`config.mk`:
```
export PLATFORM = sky130hd
export DESIGN_NAME = output_writeback_packer
export DESIGN_NICKNAME = d
export VERILOG_FILES = /design/src/rtl/owb_pkg.sv /design/src/rtl/owb_fifo.sv /design/src/rtl/output_writeback_packer.sv
export SDC_FILE = /design/constraint.sdc
export NUM_CORES = 1
export LEC_CHECK = 0
export ABC_AREA = 0
export CAP_MARGIN = 10
export CORE_AREA = 5 5 295 153
export DETAILED_ROUTE_END_ITERATION = 10
export DIE_AREA = 0 0 300 158
export PLACE_DENSITY_LB_ADDON = 0.1
export RECOVER_POWER = 25
export REMOVE_ABC_BUFFERS = 1
export SLEW_MARGIN = 15
export SYNTH_ARGS = -nofsm -noshare
export SYNTH_HDL_FRONTEND = slang
export SYNTH_SLANG_ARGS = --single-unit
```
`constraint.sdc`:
```
create_clock -name clock -period 7 [get_ports clock]
set_input_delay 0.7 -clock clock [delete_from_list [all_inputs] [get_ports clock]]
set_output_delay 0.7 -clock clock [all_outputs]
set_load 0.01 [all_outputs]
```
`src/rtl/owb_pkg.sv`:
```
// Shared types and constants for the output writeback packer slice.
package owb_pkg;

  typedef enum logic [1:0] {IDLE, ISSUE, WAIT, FLUSHDONE} owb_state_t;

  localparam int OSRAM_ADDR_W = 14;
  localparam int OSRAM_WORDS  = 12288;

  // Next sequential SRAM word address, wrapping to zero at the top of the array.
  function automatic logic [OSRAM_ADDR_W-1:0] wrapInc(input logic [OSRAM_ADDR_W-1:0] addr,
                                                      input int limit);
    if (int'(addr) >= limit - 1) return '0;
    return addr + 1'b1;
  endfunction

endpackage

```
`src/rtl/owb_fifo.sv`:
```
// 32-bit synchronous FIFO that can hand out its two oldest entries and pop one or two per cycle.
module owb_fifo #(
  parameter int DEPTH = 8,
  parameter int CW    = $clog2(DEPTH) + 1
) (
  input  logic          clock,
  input  logic          reset,
  input  logic          push,
  input  logic [31:0]   din,
  input  logic          pop1,
  input  logic          pop2,
  output logic [31:0]   dout0,
  output logic [31:0]   dout1,
  output logic [CW-1:0] count,
  output logic          full
);

  localparam int AW = $clog2(DEPTH);

  logic [31:0]   mem_q [DEPTH];
  logic [AW-1:0] rdPtr_q, wrPtr_q, rdNext;
  logic [CW-1:0] count_q;
  logic [1:0]    popN;

  assign popN   = pop2 ? 2'd2 : {1'b0, pop1};
  assign rdNext = rdPtr_q + 1'b1;
  assign dout0  = mem_q[rdPtr_q];
  assign dout1  = mem_q[rdNext];
  assign count  = count_q;
  assign full   = (count_q == CW'(DEPTH));

  always_ff @(posedge clock) begin
    if (push) mem_q[wrPtr_q] <= din;
  end

  // Resetting the pointers is enough to discard whatever the storage still holds.
  always_ff @(posedge clock) begin
    if (reset) begin
      rdPtr_q <= '0;
      wrPtr_q <= '0;
      count_q <= '0;
    end else begin
      if (push) wrPtr_q <= wrPtr_q + 1'b1;
      rdPtr_q <= rdPtr_q + AW'(popN);
      count_q <= count_q + CW'(push) - CW'(popN);
    end
  end

endmodule

```
`src/rtl/output_writeback_packer.sv`:
```
// Packs pairs of 32-bit PE results into 64-bit SRAM words and issues paced writes to the output controller.
module output_writeback_packer
  import owb_pkg::*;
#(
  parameter int FIFO_DEPTH = 8,
  parameter int ADDR_LIMIT = OSRAM_WORDS,
  parameter int TIMEOUT    = 15
) (
  input  logic                    clock,
  input  logic                    reset,
  input  logic                    start,
  input  logic [OSRAM_ADDR_W-1:0] base_addr,
  input  logic                    in_valid,
  input  logic [31:0]             in_data,
  output logic                    in_ready,
  input  logic                    flush,
  output logic                    busy,
  output logic                    done,
  output logic [31:0]             w_addr,
  output logic [63:0]             w_d,
  output logic                    w_en,
  input  logic                    w_done,
  output logic [OSRAM_ADDR_W-1:0] words_written,
  output logic                    err
);

  localparam int CW = $clog2(FIFO_DEPTH) + 1;
  localparam int TW = $clog2(TIMEOUT + 1);

  owb_state_t              state_q, state_d;
  logic [OSRAM_ADDR_W-1:0] curAddr_q, curAddr_d, wAddr_q, wAddr_d, words_q, words_d;
  logic [63:0]             wData_q, wData_d;
  logic [TW-1:0]           tmo_q, tmo_d;
  logic                    err_q, err_d, flushPend_q, flushPend_d;
  logic                    push, pop1, pop2, full, startOk, baseBad;
  logic [31:0]             dout0, dout1;
  logic [CW-1:0]           count;

  assign in_ready = !full && !reset;
  assign push     = in_valid && in_ready;
  assign startOk  = start && (state_q == IDLE) && !flushPend_q;
  assign baseBad  = (int'(base_addr) >= ADDR_LIMIT);

  owb_fifo #(.DEPTH(FIFO_DEPTH), .CW(CW)) fifo (
    .clock (clock),
    .reset (reset),
    .push  (push),
    .din   (in_data),
    .pop1  (pop1),
    .pop2  (pop2),
    .dout0 (dout0),
    .dout1 (dout1),
    .count (count),
    .full  (full)
  );

  // An accepted start owns the cycle, so the first word always uses the freshly latched base.
  always_comb begin
    state_d     = state_q;
    curAddr_d   = curAddr_q;
    wAddr_d     = wAddr_q;
    wData_d     = wData_q;
    words_d     = words_q;
    tmo_d       = tmo_q;
    err_d       = err_q;
    flushPend_d = flushPend_q | flush;
    pop1        = 1'b0;
    pop2        = 1'b0;
    if (startOk) begin
      curAddr_d = baseBad ? '0 : base_addr;
      words_d   = '0;
      err_d     = baseBad;
    end
    case (state_q)
      IDLE: begin
        if (!startOk) begin
          if (count >= CW'(2)) begin
            pop2    = 1'b1;
            wData_d = {dout1, dout0};
            wAddr_d = curAddr_q;
            state_d = ISSUE;
          end else if (flushPend_q && count == CW'(1)) begin
            pop1    = 1'b1;
            wData_d = {32'h0, dout0};
            wAddr_d = curAddr_q;
            state_d = ISSUE;
          end else if (flushPend_q) begin
            state_d = FLUSHDONE;
          end
        end
      end
      ISSUE: begin
        tmo_d   = '0;
        state_d = WAIT;
      end
      WAIT: begin
        if (w_done) begin
          words_d   = words_q + 1'b1;
          curAddr_d = wrapInc(curAddr_q, ADDR_LIMIT);
          state_d   = IDLE;
        end else if (tmo_q == TW'(TIMEOUT - 1)) begin
          err_d     = 1'b1;
          curAddr_d = wrapInc(curAddr_q, ADDR_LIMIT);
          state_d   = IDLE;
        end else begin
          tmo_d = tmo_q + 1'b1;
        end
      end
      FLUSHDONE: begin
        flushPend_d = flush;
        state_d     = IDLE;
      end
      default: state_d = IDLE;
    endcase
    if (w_done && state_q != WAIT) err_d = 1'b1;
  end

  always_ff @(posedge clock) begin
    if (reset) begin
      state_q     <= IDLE;
      curAddr_q   <= '0;
      wAddr_q     <= '0;
      wData_q     <= '0;
      words_q     <= '0;
      tmo_q       <= '0;
      err_q       <= 1'b0;
      flushPend_q <= 1'b0;
    end else begin
      state_q     <= state_d;
      curAddr_q   <= curAddr_d;
      wAddr_q     <= wAddr_d;
      wData_q     <= wData_d;
      words_q     <= words_d;
      tmo_q       <= tmo_d;
      err_q       <= err_d;
      flushPend_q <= flushPend_d;
    end
  end

  assign w_en          = (state_q == ISSUE);
  assign done          = (state_q == FLUSHDONE);
  assign busy          = (state_q != IDLE) || (count != '0);
  assign w_addr        = {{(32 - OSRAM_ADDR_W){1'b0}}, wAddr_q};
  assign w_d           = wData_q;
  assign words_written = words_q;
  assign err           = err_q;

endmodule

```
==> impl_metrics.ini, run 1 <==
[outcome]
status = completed

[setup_path]
cp_cell_sequence = buf_4, ha_4, buf_4, mux4_2, mux2i_1, o2bb2ai_1
cp.buffers_inverters = 2
critPathTopFamily = buffers and inverters
crit_arrival_ps = 3540
cp_slowest_stage_delay_ps = 690
crit_top_cell = buf_4
cp_slowest_cell = buf_4
crit_type = reg -> reg
worst_ep_required_time_ps = 7390
crit_path_end_kind = register
cp_max_fo = 36
startpoint_type = register

[power]
p_switching_w = 0.00203
p_per_area_nw_per_um2 = 338
p_leak_nw = 6.32
p_sw_share_pct = 30.1
p_total_w = 0.00673
p_int_w = 0.00471
p_seq_share_pct = 41.6
ir_drop_mv = 0.174
combPwrFrac_pct = 27.7
power_frac_clock_pct = 30.7

[synth]
syn_area_sq_um = 16700
ys_types = 58
yosys_register_bits = 380
synthTopCellsByArea = edfxtp_1, mux4_2, dfxtp_1
yosys_warnings = 0
yosysTopAreaCell = edfxtp_1
synth_ff_type = edfxtp_1
synth.avg_cell_area_sq_um = 15.3
async_reset_ff_share_pct = 0
ys_seq_area_share_pct = 61.0
yosys.area.top_type_share_pct = 46.1
synth_cells = 1090
synth_edf_count = 256

[finish]
finalNonFillerCells = 1816
fillers = 3662
post-route-util_pct = 46.8
syn_to_final_growth_pct = 19.5
ff_latch_area_sq_um = 10200
fin_nets = 1300
finalInstanceArea_sq_um = 19900
drive_gt1_share_pct = 19.1
diodes = 0
multi_input_area_sq_um = 6080

[global_routing]
grt_pass1_vias = 9908
antenna_found_initial = 2
grtUsageTotal_pct = 17.6
grt_overflow = 0
grt_pass1_wl_um = 63700
grt_max_degree = 80

[placed_design]
gp_congestion = 0.789
dpl.hpwl_um = 24700
io_buffers = 148
dp_cells = 1748
place_area_sq_um = 18700

[floorplan]
start_util_pct = 39.2
io_pins = 167
core-area_sq_um = 42600
die_x_um = 300
die_area_sq_um = 47400
std_cell_rows = 54
die_height_um = 158

[sta]
rsz0062_at_grt = no
fin_setup_tns_ps = 0
clock_skew_ps = 17.9
finalCritPeriodShare_pct = 45.0
relSlewSlack_pct = 23.5
fin_crit_ps = 3150
hold_viol_final = 0
fmax_ghz = 0.318
tightest_slew_ps = 1150
setup_violations = 0
slew_violations = 0

[route]
drc = 0
vias = 9849
wl_per_cell_um = 23.0
ant_nets = 0
vias_per_cell = 5.42
wirelength_um = 41800
first_iter_violations = 746
drt_pass1_iterations = 5

[clocking]
cts_setup_buffers = 0
clk_latency_ps = 530
clock_sinks = 380
holdBufCountCts = 0
postCtsResizedCells = 0
cts_max_level = 2
cts_tree = built
cts_buffers = 37
clockBufferDepth = 3
cts_root_buffer = clkbuf_16
clk_pin_slew_ps = 60

[min_path]
min_path_type = reg -> reg

[flow_run]
maxCapViolations = 0
cell usage in the layout (no fill, tap or decap), drive strengths merged, types with 10 or more instances in the layout:
| cell | synthesis | routed |
|---|---|---|
| a21oi | 29 | 29 |
| ha | 19 | 19 |
| a22oi | 12 | 12 |
| a311oi | 34 | 34 |
| dlygate4sd3 | 0 | 26 |
| dfxtp | 124 | 124 |
| nand3 | 15 | 15 |
| xor2 | 18 | 18 |
| o2bb2ai | 32 | 32 |
| nand2 | 116 | 116 |
| o21ai | 10 | 10 |
| clkbuf | 22 | 46 |
| inv | 20 | 21 |
| clkinv | 0 | 14 |
| clkdlybuf4s50 | 0 | 121 |
| buf | 67 | 23 |
| mux2i | 33 | 33 |
| conb | 1 | 18 |
| edfxtp | 256 | 256 |
| mux4 | 128 | 128 |
| nor2 | 77 | 77 |
sequential cells by signal, indices dropped and copies added (netlist names), 2 cells and up:
signal         flops
curAddr_q         14
fifo.count         4
fifo.mem_q       256
fifo.rdPtr_q       3
fifo.wrPtr_q       3
state_q            2
tmo_q              4
wAddr_q           14
w_d               64
words_written     14
cells by family after synthesis:
kind of cell             count (synthesis)  synth area share, %
multiplexers                           161                 19.3
XOR/XNOR                                25                 1.31
buffers and inverters                  109                 3.54
flip-flops                             380                 61.0
other                                    1               0.0225
adder cells (fa/ha/maj)                 21                 1.67
AND/OR/NAND/NOR                        254                 6.87
AO/OA/AOI/OAI                          139                 6.32
worst register-to-register path, delay by kind of cell, from the launching register on:
| kind | cells | cell delay (ps) |
|---|---|---|
| AO/OA/AOI/OAI | 1 | 80 |
| buffers and inverters | 2 | 1170 |
| multiplexers | 2 | 820 |
| adder cells (fa/ha/maj) | 1 | 620 |
| flip-flops | 1 | 310 |
stage by stage:
step | hold slack [ps] | setup WS (ps)
after floorplan | 464 | -839
after global placement | 447 | 3790
after detailed placement | 446 | 3760
after CTS | 456 | 3740
after global routing | 476 | 3530
final | 454 | 3850
synth_stat cells (6+ instances only):
cell type,n
a311oi_1,34
inv_1,20
mux4_2,128
nand2b_1,6
nor2_1,77
xor2_1,18
mux2i_1,33
edfxtp_1,256
dfxtp_1,124
clkbuf_1,22
ha_1,19
buf_2,31
xnor2_1,7
nand2_1,115
nand3_1,14
buf_4,28
o2bb2ai_1,32
a22o_1,7
a21oi_1,27
o21ai_0,8
a22oi_1,12
area by class of cell:
cell class | instances | share of cell area [%]
clock inverter | 22 | 1.31
tap | 560 | 3.52
clock buffer | 46 | 4.99
multi-input combinational | 618 | 30.5
inverter | 20 | 0.377
timing repair buffer | 170 | 8.25
sequential | 380 | 51.1
layer usage:
| layer | track usage, % | share of wire, % | vias to the layer above |
|---|---|---|---|
| met5 | 0 | 0.031 | - |
| met4 | 2.39 | 0.96 | 2 |
| met3 | 3.55 | 5.5 | 37 |
| met2 | 27.1 | 44 | 258 |
| met1 | 26.8 | 49 | 5035 |
| li1 | - | - | 4517 |
power groups by stage:
stage	sequential, W	clock [W]	combinational [W]
floorplan	0.00289	0	0.00108
global placement	0.00285	0	0.00189
detailed placement	0.00285	0	0.00190
CTS	0.00280	0.00213	0.00191
global route	0.00283	0.00223	0.00205
finish	0.00280	0.00207	0.00187
final timing paths:
path	startpoint	endpoint	slack, ps	cells after the start
setup / recovery	fifo.rdPtr_q[1]$_SDFF_PP0_	w_d[38]$_SDFFE_PP0P_	3850	6
hold / removal	wAddr_q[1]$_SDFFE_PP0P_	wAddr_q[1]$_SDFFE_PP0P_	450	2
setup reg to reg	fifo.rdPtr_q[1]$_SDFF_PP0_	w_d[38]$_SDFFE_PP0P_	3850	6
hold reg to reg	wAddr_q[1]$_SDFFE_PP0P_	wAddr_q[1]$_SDFFE_PP0P_	450	2
Note: power is estimated with default switching activity, not from simulation.
==> run 2, diff against run 1 <==
==> constraint.sdc (replaced) <==
create_clock -name clock -period 3.25 [get_ports clock]
set_input_delay 0.325 -clock clock [delete_from_list [all_inputs] [get_ports clock]]
set_output_delay 0.325 -clock clock [all_outputs]
set_load 0.01 [all_outputs]
==> impl_metrics.ini, run 2 (synthesized netlist as in run 1, its figures left out) <==
[setup_path]
crit_path_end_kind = primary output
critPathTopFamily = buffers and inverters
cp_slowest_cell = clkdlybuf4s50_1
startpoint_type = register
worst_ep_required_time_ps = 2920
cp_cell_sequence = inv_1, ha_1, nand3b_1, or2_2, clkdlybuf4s50_1
cp.buffers_inverters = 2
cp_max_fo = 6
crit_type = reg -> out
crit_arrival_ps = 2230
cp_slowest_stage_delay_ps = 490

[sta]
clock_skew_ps = 16.3
rsz0062_at_grt = no
fin_crit_ps = 2550
fin_setup_tns_ps = 0
hold_viol_final = 0
fmax_ghz = 0.392
tightest_slew_ps = 867
layout_setup_ws_ps = 697
setup_violations = 0
slew_violations = 0
finalCritPeriodShare_pct = 78.6
relSlewSlack_pct = 42.2
hold_slack_ps = 314

[route]
drc = 0
vias_per_cell = 5.41
first_iter_violations = 843
drt_pass1_iterations = 5
wl_met2_um = 18600
highest_layer = met4
met1Wirelength_um = 19900
vias = 9864
wl_per_cell_um = 22.8
wirelength_um = 41600
ant_nets = 0
wl_met3_um = 2530

[clocking]
cts_max_level = 2
clock_sinks = 380
clk_pin_slew_ps = 60
clockBufferDepth = 3
holdBufCountCts = 0
cts_tree = built
cts_buffers = 37
cts_setup_buffers = 0
cts_root_buffer = clkbuf_16
clk_latency_ps = 530
postCtsResizedCells = 0

[floorplan]
start_util_pct = 39.2
std_cell_rows = 54
die_x_um = 300
io_pins = 167
die_height_um = 158
core-area_sq_um = 42600
die_area_sq_um = 47400

[placed_design]
post-place-ws_ps = 724
dp_cells = 1755
io_buffers = 148
gp_congestion = 0.798
dpl.hpwl_um = 25500

[finish]
fin_nets = 1307
mostFrequentLayoutCells = edfxtp_1, mux4_2, clkdlybuf4s50_1
syn_to_final_growth_pct = 20.3
multi_input_area_sq_um = 6080
largest_register_ffs = 256
final_common_cell = edfxtp_1
ff_latch_area_sq_um = 10200
fillers = 3669
drive_gt1_share_pct = 19.1
finalNonFillerCells = 1824
largest-register = fifo.mem_q

[global_routing]
grt_pass1_wl_um = 63500
grt_overflow = 0
grtUsageTotal_pct = 17.5
antenna_found_initial = 1
grt_pass1_vias = 10000
grt_max_degree = 130

[outcome]
status = completed

[power]
p_per_area_nw_per_um2 = 726
ir_drop_mv = 0.397
p_leak_nw = 6.35
p_total_w = 0.0146

[flow_run]
maxCapViolations = 0

[min_path]
min_path_type = in -> reg
==> run 2: cell types whose count changed in the layout (fill, tap and decap cells not counted), sizes merged <==
| cell | delta |
|---|---|
| buf | +7 |
| bufinv | -1 |
| clkbuf | +5 |
| clkdlybuf4s50 | +1 |
| clkinv | -4 |
| diode | +1 |
| dlygate4sd3 | -1 |
==> run 2: where the power goes <==
part | switching, W | internal, W
Clock | 0.00183 | 0.00257
Sequential | 0.000354 | 0.00564
Combinational | 0.00219 | 0.00198
==> run 2: stage by stage <==
step,cell area (sq um),util (%)
after floorplan,16200,-
after global placement,18800,44.2
after detailed placement,18800,44.2
after CTS,20100,47.1
after global routing,20100,47.1
final,20100,47.1
==> run 2: worst paths after layout <==
kind	startpoint	end	slack [ps]	cells past startpoint
worst max-delay path	state_q[1]$_SDFFE_PP0P_	busy	700	5
worst min-delay path	reset	curAddr_q[0]$_SDFF_PP0_	310	3
worst max register to register	fifo.count[2]$_SDFF_PP0_	fifo.count[2]$_SDFF_PP0_	780	12
worst min register to register	wAddr_q[6]$_SDFFE_PP0P_	wAddr_q[6]$_SDFFE_PP0P_	450	2
==> run 2: per-layer routing <==
metal | global-route usage (%) | up-vias
met5 | 0 | -
met4 | 3.38 | 0
met3 | 3.63 | 46
met2 | 26.4 | 274
met1 | 26.4 | 5023
li1 | - | 4521
==> run 2: worst register-to-register path, delay by kind of cell, from the launching register on <==
kind / cells / cell delay, ps
fa+ha+maj: 4 / 1080
simple gates: 4 / 630
flops: 1 / 300
buf+inv: 3 / 170
xor+xnor: 1 / 150
==> run 2: area by class of cell <==
type	instances	area share, %
inverters	20	0.374
well taps	560	3.49
clock inverters	17	0.911
clock buffers	51	5.19
diodes	1	0.0125
multi-input cells	618	30.3
flip-flops and latches	380	50.8
repair buffers	177	8.96
